File: src/rtl/product_packer_27_pkg.sv
// Shared definitions for the product packer and the 27-input adder tree.
// Both sides use slot_lsb() so they agree on where each element sits in the packed bus.
package product_packer_27_pkg;

    localparam int NUM_INPUTS = 27;
    localparam int BITSIZE    = 14;
    localparam int CNT_W      = 5;

    typedef enum logic [0:0] {
        ST_FILL = 1'b0,
        ST_HOLD = 1'b1
    } state_e;

    function automatic int slot_lsb(input int i, input int width = BITSIZE);
        return i * width;
    endfunction

endpackage

File: src/rtl/product_packer_27_vec_hold_reg.sv
// Output register O: holds one packed vector plus its element count behind a valid/ready handshake.
// Loading always wins; a transfer without a load empties the register.
module vec_hold_reg #(
    parameter int VEC_W = 378,
    parameter int CNT_W = 5
) (
    input  logic             clk,
    input  logic             rst,
    input  logic             load_i,
    input  logic [VEC_W-1:0] vec_i,
    input  logic [CNT_W-1:0] count_i,
    input  logic             out_ready_i,
    output logic [VEC_W-1:0] out_numbers_o,
    output logic [CNT_W-1:0] out_count_o,
    output logic             out_valid_o
);

    logic [VEC_W-1:0] vec_q, vec_d;
    logic [CNT_W-1:0] count_q, count_d;
    logic             valid_q, valid_d;

    always_comb begin
        vec_d   = vec_q;
        count_d = count_q;
        valid_d = valid_q;
        if (load_i) begin
            vec_d   = vec_i;
            count_d = count_i;
            valid_d = 1'b1;
        end else if (valid_q && out_ready_i) begin
            valid_d = 1'b0;
        end
    end

    always_ff @(posedge clk or posedge rst) begin
        if (rst) begin
            vec_q   <= '0;
            count_q <= '0;
            valid_q <= 1'b0;
        end else begin
            vec_q   <= vec_d;
            count_q <= count_d;
            valid_q <= valid_d;
        end
    end

    assign out_numbers_o = vec_q;
    assign out_count_o   = count_q;
    assign out_valid_o   = valid_q;

endmodule

File: src/rtl/product_packer_27.sv
// Serial-to-parallel packer: collects up to NUM_INPUTS signed products into one packed vector
// for the adder tree; short windows end on in_last and are zero-padded.
module product_packer_27 #(
    parameter int bitsize    = product_packer_27_pkg::BITSIZE,
    parameter int NUM_INPUTS = product_packer_27_pkg::NUM_INPUTS
) (
    input  logic                          clk,
    input  logic                          rst,
    input  logic [bitsize-1:0]            in_data,
    input  logic                          in_valid,
    input  logic                          in_last,
    output logic                          in_ready,
    output logic [NUM_INPUTS*bitsize-1:0] out_numbers,
    output logic [4:0]                    out_count,
    output logic                          out_valid,
    input  logic                          out_ready
);
    import product_packer_27_pkg::*;

    localparam int VEC_W = NUM_INPUTS * bitsize;

    logic [bitsize-1:0] fill_q [NUM_INPUTS];
    logic [CNT_W-1:0]   cnt_q, cnt_d;
    state_e             state_q, state_d;

    logic             accept, complete, o_free, load_o;
    logic [VEC_W-1:0] load_vec;
    logic [CNT_W-1:0] load_count;

    // Ready is forced low combinationally so nothing is accepted while reset is held.
    assign in_ready = (state_q == ST_FILL) && !rst;
    assign accept   = in_valid && in_ready;
    assign complete = accept && (in_last || (cnt_q == CNT_W'(NUM_INPUTS - 1)));
    assign o_free   = !out_valid || out_ready;

    // The completing element bypasses F so it lands in O on the same edge it is accepted.
    for (genvar gi = 0; gi < NUM_INPUTS; gi++) begin : g_slot
        assign load_vec[slot_lsb(gi, bitsize) +: bitsize] =
            (accept && (cnt_q == CNT_W'(gi))) ? in_data : fill_q[gi];
    end

    always_comb begin
        state_d    = state_q;
        cnt_d      = cnt_q;
        load_o     = 1'b0;
        load_count = cnt_q + CNT_W'(1);
        case (state_q)
            ST_FILL: begin
                if (complete && o_free) begin
                    load_o = 1'b1;
                    cnt_d  = '0;
                end else if (complete) begin
                    // cnt_q now records the pending element count rather than the next slot.
                    cnt_d   = cnt_q + CNT_W'(1);
                    state_d = ST_HOLD;
                end else if (accept) begin
                    cnt_d = cnt_q + CNT_W'(1);
                end
            end
            ST_HOLD: begin
                load_count = cnt_q;
                if (out_valid && out_ready) begin
                    load_o  = 1'b1;
                    cnt_d   = '0;
                    state_d = ST_FILL;
                end
            end
            default: state_d = ST_FILL;
        endcase
    end

    always_ff @(posedge clk or posedge rst) begin
        if (rst) begin
            state_q <= ST_FILL;
            cnt_q   <= '0;
            for (int i = 0; i < NUM_INPUTS; i++) fill_q[i] <= '0;
        end else begin
            state_q <= state_d;
            cnt_q   <= cnt_d;
            for (int i = 0; i < NUM_INPUTS; i++) begin
                if (load_o)
                    fill_q[i] <= '0;
                else if (accept && (cnt_q == CNT_W'(i)))
                    fill_q[i] <= in_data;
            end
        end
    end

    vec_hold_reg #(
        .VEC_W(VEC_W),
        .CNT_W(CNT_W)
    ) u_hold (
        .clk          (clk),
        .rst          (rst),
        .load_i       (load_o),
        .vec_i        (load_vec),
        .count_i      (load_count),
        .out_ready_i  (out_ready),
        .out_numbers_o(out_numbers),
        .out_count_o  (out_count),
        .out_valid_o  (out_valid)
    );

endmodule

File: config.mk
export PLATFORM = sky130hd
export DESIGN_NAME = product_packer_27
export DESIGN_NICKNAME = d
export VERILOG_FILES = /design/src/rtl/product_packer_27_pkg.sv /design/src/rtl/product_packer_27_vec_hold_reg.sv /design/src/rtl/product_packer_27.sv
export SDC_FILE = /design/constraint.sdc
export NUM_CORES = 1
export LEC_CHECK = 0
export BUFFER_PORTS_ARGS = -buffer_cell sky130_fd_sc_hd__buf_2
export CAP_MARGIN = 30
export CORE_MARGIN = 2
export CORE_UTILIZATION = 35
export DETAILED_ROUTE_END_ITERATION = 10
export PLACE_DENSITY = 0.51
export SYNTH_ARGS = -nofsm -noshare
export SYNTH_HDL_FRONTEND = slang
export SYNTH_SLANG_ARGS = --single-unit
File: constraint.sdc
create_clock -name clk -period 45 [get_ports clk]
set_input_delay 2.25 -clock clk [delete_from_list [all_inputs] [get_ports clk]]
set_output_delay 2.25 -clock clk [all_outputs]
set_load 0.05 [all_outputs]
==> impl_metrics.csv, run 1 <==
group,metric,value,unit
timing,fin_crit_sh,12.68,%
finish,fillers,8434,
worst_setup_path,critPathLaunchType,"input port",
global_routing,grt_max_degree,196,
die,die_x,303.7,µm
detailed_routing,via_count,18987,
timing,setup_viol,0,
timing,worstMarginPinSlew,1.136,ns
timing,fmax,175.3,MHz
flow_run,drv_cap,0,
min_path,hold_class,"flop to flop",
detailed_routing,drt-total-wl,82530,µm
status,status,"finished clean",
worst_setup_path,cp.arrival,6.23,ns
pwr,power_leakage,20.71,nW
die,start_util,35.47,%
yosys,ys_async_sr_fraction,100.0,%
place,gp_congestion,0.7659,
yosys,synth_cells,2469,
clock_network,cts_resized,0,
detailed_routing,via_per_inst,4.649,
worst_setup_path,crit_type,"input port to flop",
clock_network,root_buffer,"clkbuf_16",
global_routing,gr-total-overflow,0,
timing,maxSlewViolCount,0,
clock_network,clkLatencyLatePin,0.64,ns
worst_setup_path,crit_path_end_kind,"flop",
die,core_area,0.08865,mm²
global_routing,antenna_found_initial,5,
timing,finalSetupTns,0,ns
clock_network,cts_htree_levels,3,
global_routing,grt_pass1_vias,20100,
yosys,synth_top_cell_by_area,"dfrtp_1",
yosys,yosysMostFrequentCell,"dfrtp_1",
yosys,synth_area_leaders,"dfrtp_1 61%, mux2i_1 19%, mux2_2 3.9%, inv_1 3.7%, nor2_1 3.6%",
clock_network,cts_tree,"built",
pwr,fin_total_pwr,0.001988,W
timing,period_needed,5.704,ns
yosys,syn_area,0.03144,mm²
yosys,yosysWarnings,0,
yosys,synthFlopType,"dfrtp_1",
clock_network,path_clk_slew,0.06,ns
yosys,synth-seq-cells,768,
timing,rsz0062_at_grt,"no",
die,die_h,303.7,µm
clock_network,postCtsSetupBuffers,0,
worst_setup_path,cp_data_required_time,45.53,ns
global_routing,grtUsageTotal,17.86,%
finish,syn2layout_area_growth,20.33,%
timing,hold_viol,0,
place,dp_hpwl,52240,µm
yosys,seq_area_frac_synth,61.13,%
yosys,synth_top_area_share,61.13,%
clock_network,cts_made_buffers,89,
place,port_buffers,403,
finish,drive_gt1_share,25.09,%
yosys,postSynthAreaPerCell,12.73,µm²
clock_network,cts.sinks,768,
detailed_routing,ant_nets,0,
die,row_count,109,
finish,multi_input_area,0.01013,mm²
detailed_routing,drt-initial-drc-count,923,
finish,finalNetCount,2867,
timing,skew,0.03186,ns
finish,finalNonFillerCells,4084,
die,die-area,0.09224,mm²
yosys,synth_common_cells,"768 x dfrtp_1, 596 x mux2i_1, 306 x inv_1",
finish,layout.area.seq,0.01922,mm²
yosys,synth.distinct_cells,44,
die,ios,404,
yosys,synthesis.nets,2493,
global_routing,grt_pass1_wl,126200,µm
detailed_routing,drt-pass1-iter-count,5,
pwr,power_density,52.55,mW/mm²
worst_setup_path,critPathMaxFanout,181,
detailed_routing,wl_per_cell,20.21,µm
detailed_routing,route.detailed.drc,0,
clock_network,cts_buffer_depth,3,
yosys,synth_edf_count,0,
place,dp.cells,3911,
pwr,peakVddDrop,0.02667,mV
clock_network,ctsHoldBuffers,0,
timing,slew_headroom,24.26,%
==> cell families (layout without fill, tap and decap cells) <==
| logic type | count (synthesis) | count (layout) | share of synthesized area, % |
|---|---|---|---|
| DFF | 768 | 768 | 61.13 |
| muxes | 761 | 761 | 24.89 |
| buffers and inverters | 474 | 922 | 6.690 |
| and+or+nand+nor | 439 | 439 | 6.610 |
| AOI/OAI and AO/OA | 19 | 19 | 0.4020 |
| adders and majority gates | 5 | 5 | 0.1990 |
| xor gates and xnor gates | 3 | 3 | 0.08359 |
| other | 0 | 2 | 0 |
==> worst max-delay path: stages <==
cell and delay, ns:
buf_2 0.16, and3b_1 0.47, nand2_2 0.39, a31oi_4 0.27, buf_4 0.57, buf_12 0.73
buf_12 0.77, mux2i_1 0.30
==> layer usage <==
metal | track usage [%] | share of wire, %
met1 | 23.63 | 45
met2 | 28.87 | 47
met3 | 4.690 | 6.2
met4 | 5.149 | 2.2
met5 | 0 | 0.015
==> final timing paths <==
kind,start,endpoint,slack [ns],depth (start not counted)
max,rst,u_hold.out_numbers_o[54],39.30,8
min,u_hold.out_numbers_o[365],u_hold.out_numbers_o[365],0.48,1
max reg2reg,cnt_q[0],u_hold.out_numbers_o[54],40.38,9
min reg2reg,u_hold.out_numbers_o[365],u_hold.out_numbers_o[365],0.48,1
max in group asynchronous,rst,fill_q[228],40.73,6
min in group asynchronous,rst,fill_q[124],1.65,2
==> per-stage QoR <==
stage | hold slack, ns | utilization, % | setup slack (ns) | instance area [µm²]
detailed placement | 0.4692 | 38.98 | 38.74 | 34550
global placement | 0.4643 | 38.62 | 38.82 | 34240
floorplan | 0.4800 | - | 21.19 | 31440
finish | 0.4762 | 42.67 | 39.30 | 37830
global route | 0.5011 | 42.67 | 39.08 | 37830
CTS | 0.4816 | 42.51 | 39.38 | 37680
==> layout by cell type (no fill, tap or decap), types with 2 or more instances in the layout <==
master | netlist | final
dfrtp_1 | 768 | 768
mux2i_1 | 596 | 596
buf_2 | 67 | 403
inv_1 | 306 | 305
nor2_1 | 304 | 304
mux2_2 | 109 | 109
clkbuf_16 | 0 | 90
nor2b_1 | 84 | 84
mux2_1 | 56 | 56
buf_4 | 60 | 27
clkbuf_8 | 0 | 24
clkinv_2 | 0 | 20
nand2_1 | 18 | 18
buf_16 | 0 | 14
clkbuf_1 | 37 | 10
bufinv_16 | 0 | 9
o21ai_0 | 7 | 7
buf_12 | 0 | 6
ha_1 | 5 | 5
clkinvlp_4 | 0 | 5
and3b_1 | 3 | 3
and4_1 | 3 | 3
xnor2_1 | 3 | 3
nand3_1 | 3 | 3
a21oi_1 | 3 | 3
nand3_2 | 3 | 3
nand4_2 | 3 | 3
nor4b_4 | 3 | 3
nand4_1 | 3 | 3
inv_16 | 0 | 3
diode_2 | 0 | 2
and4bb_2 | 2 | 2
inv_6 | 0 | 2
==> flip-flops by register name, summed over array words and instances, names as in the netlist <==
register,cells
state_q,1
cnt_q,5
u_hold.out_numbers_o,378
u_hold.out_valid_o,1
fill_q,378
u_hold.out_count_o,5
==> cell type report <==
type,instances,share of cell area (%)
antenna,2,0.01323
tap,1165,3.853
clock inverter,41,1.349
sequential,768,50.80
timing repair buffer,451,7.233
multi-input combinational,1227,26.77
clock buffer,124,6.926
inverter,306,3.056
==> power by group <==
group	switching [W]	leakage (nW)	internal (W)	total (W)
clock network	0.000295	1.55	0.000461	0.000756
registers	0.0000416	10.6	0.000764	0.000806
logic	0.000316	8.52	0.000111	0.000427
Power figures use the tool's default switching activity.
==> run 2, diff against run 1 <==
ABC_AREA = 1   (was not set)
clock period = 5.6 ns   (was 45 ns; I/O delays follow)
==> run 2 against run 1 <==
- clock skew down 0.017 ns
- global-route usage up 3.4 points
- largest power group unchanged
- final cell count up 43%
- via count up 45%
- worst hold slack worse by 0.42 ns
- synthesized area up 6.6%
- total power rose to 7.9 times the previous value
- routed wire length up 29%
- sequential share of layout area down 1.9 points
==> impl_metrics.csv, run 2 <==
group,metric,value,unit
clock_network,cts_tree,"built",
clock_network,clkLatencyLatePin,0.64,ns
worst_setup_path,critPathLaunchType,"flop",
worst_setup_path,cp.arrival,4.45,ns
die,die-area,0.09827,mm²
global_routing,antenna_found_initial,3,
detailed_routing,wl_met3,5589,µm
worst_setup_path,endpoint,"u_hold.out_numbers_o[142]",
clock_network,root_buffer,"clkbuf_16",
yosys,synth_edf_count,0,
pwr,power_leakage,22.67,nW
finish,mostFrequentLayoutCells,"1718 x nand2_1, 768 x dfrtp_1, 481 x nand3_1",
place,dp.cells,5660,
clock_network,path_clk_slew,0.06,ns
clock_network,cts.sinks,768,
yosys,synth_top_cell_by_area,"dfrtp_1",
yosys,synthesis.nets,4268,
detailed_routing,wl_met1,49270,µm
global_routing,grt_pass1_wl,162100,µm
pwr,peakVddDrop,0.2184,mV
yosys,yosysWarnings,0,
yosys,postSynthAreaPerCell,7.899,µm²
finish,multi_input_area,0.01137,mm²
detailed_routing,ant_nets,0,
detailed_routing,via_count,27614,
finish,drive_gt1_share,13.82,%
place,dp_hpwl,60080,µm
clock_network,postCtsSetupBuffers,0,
yosys,synth-seq-cells,768,
place,gp_congestion,0.7556,
finish,fillers,9859,
timing,fin_crit_sh,69.25,%
flow_run,drv_cap,0,
timing,skew,0.01475,ns
detailed_routing,route.detailed.drc,0,
detailed_routing,wl_per_cell,18.26,µm
worst_setup_path,cp_data_required_time,6.18,ns
yosys,syn_area,0.03352,mm²
min_path,hold_path_depth,5,
detailed_routing,drt-pass1-iter-count,5,
finish,finalNonFillerCells,5825,
worst_setup_path,r2r_slack,1.72,ns
detailed_routing,dr_wl_met2,49280,µm
timing,slew_headroom,16.14,%
yosys,synth.distinct_cells,22,
timing,hold_slack,0.05269,ns
yosys,synth_cells,4244,
clock_network,cts_htree_levels,3,
die,start_util,35.28,%
worst_setup_path,rr_worst_depth,8,
die,die_h,313.5,µm
worst_setup_path,cp-startpoint,"state_q",
yosys,synthFlopType,"dfrtp_1",
timing,fmax,257.9,MHz
global_routing,grt_max_degree,209,
yosys,seq_area_frac_synth,57.33,%
worst_setup_path,crit_type,"flop to flop",
finish,syn2layout_area_growth,17.15,%
pwr,power_density,397.6,mW/mm²
worst_setup_path,critPathMaxFanout,140,
detailed_routing,highest_layer,"met5",
worst_setup_path,r2r_start,"state_q",
global_routing,gr-total-overflow,0,
die,ios,404,
detailed_routing,drt-initial-drc-count,2515,
timing,worstMarginPinSlew,1.258,ns
die,row_count,113,
yosys,yosysMostFrequentCell,"nand2_1",
detailed_routing,drt-total-wl,106300,µm
global_routing,grtUsageTotal,21.30,%
finish,layout_commonest_cell,"nand2_1",
timing,maxSlewViolCount,0,
status,status,"finished clean",
yosys,synth_area_leaders,"dfrtp_1 57%, nand2_1 19%, nand3_1 7.2%, inv_1 4.5%, nor2_1 4.5%",
worst_setup_path,crit_path_end_kind,"flop",
finish,final_design_area_no_fill,0.03927,mm²
timing,rsz0062_at_grt,"no",
yosys,ys_async_sr_fraction,100.0,%
yosys,synth_top_area_share,57.33,%
finish,layout.area.seq,0.01922,mm²
clock_network,cts_buffer_depth,3,
global_routing,grt_pass1_vias,26012,
timing,hold_viol,0,
die,core_area,0.09501,mm²
min_path,hold_class,"input port to flop",
pwr,fin_total_pwr,0.01562,W
finish,final_core_util,41.33,%
place,port_buffers,403,
worst_setup_path,r2r_end,"u_hold.out_numbers_o[142]",
finish,finalNetCount,4509,
clock_network,cts_made_buffers,87,
timing,period_needed,3.878,ns
detailed_routing,via_per_inst,4.741,
yosys,synth_common_cells,"1719 x nand2_1, 768 x dfrtp_1, 485 x nand3_1",
die,die_x,313.5,µm
clock_network,cts_resized,0,
place,dpl_cell_area,0.03630,mm²
timing,setup_viol,0,
[run 2: changes by cell type after synthesis, sizes merged, moves of 68 or more]
cell,previous run,this run
nor2b,84,0
clkbuf,37,105
mux2,165,0
nand2,19,1720
inv,306,404
o21ai,7,130
mux2i,596,0
nand3,6,488
nor2,304,422
[run 2: worst max-delay path: stages (launching register included)]
cell and delay [ns]:
dfrtp_1 0.53, nor2_2 0.31, nand2_2 0.14, inv_4 0.54
nand3_4 0.60, nand2_4 0.75, buf_12 0.48, nand2_1 0.14
nand2_1 0.09
[run 2: layout make-up]
type | instances | share of cell area [%]
Clock buffer | 138 | 6.913
Inverter | 404 | 3.877
Antenna cell | 2 | 0.01274
Tap cell | 1265 | 4.030
Timing Repair Buffer | 451 | 6.659
Sequential cell | 768 | 48.94
Multi-Input combinational cell | 2773 | 28.95
Clock inverter | 24 | 0.6181
[run 2: metal layers]
metal,up-vias,global-route usage (%)
met5,-,0
met4,2,5.698
met3,133,3.213
met2,688,33.33
met1,13448,30.83
li1,13343,-
[run 2: power breakdown]
part	switching [W]	internal [W]	leakage (nW)
Sequential	0.000316	0.00612	10.7
Combinational	0.00262	0.000687	10.6
Clock	0.00237	0.00351	1.46
Total	0.00531	0.0103	22.7
[run 2: kinds of logic (layout without fill, tap and decap cells)]
logic type / Yosys count / in the layout / synth area share (%)
simple gates: 2633 / 2633 / 31.56
flops: 768 / 768 / 57.33
buf+inv: 703 / 1017 / 8.879
compound gates: 133 / 133 / 1.993
fa+ha+maj: 5 / 5 / 0.1866
xor+xnor: 2 / 2 / 0.05226
other cells: 0 / 2 / 0
[run 2: timing repair]
action | 4_1_cts | 5_1_grt
hold buffers | 1 | 0
hold endpoints to repair | 18 | 0
setup endpoints to repair | 0 | 0
[run 2: worst min-delay path by stage]
| stage | startpoint | endpoint | slack (ns) |
|---|---|---|---|
| after global routing | out_ready | state_q | 0.06 |
| after CTS | in_last | u_hold.out_valid_o | 0.005 |
| after floorplan | out_ready | u_hold.out_valid_o | 0.48 |
| after global placement | u_hold.out_numbers_o[138] | u_hold.out_numbers_o[138] | 0.49 |
| final | in_last | u_hold.out_valid_o | 0.05 |
| after detailed placement | rst | u_hold.out_count_o[4] | 0.48 |
[run 2: through the flow]
step / setup WS, ns / setup TNS [ns]
after CTS: 1.690 / 0
after floorplan: -5.213 / -4003.68
after global routing: 1.418 / 0
after detailed placement: 1.731 / 0
final: 1.722 / 0
after global placement: 1.818 / 0
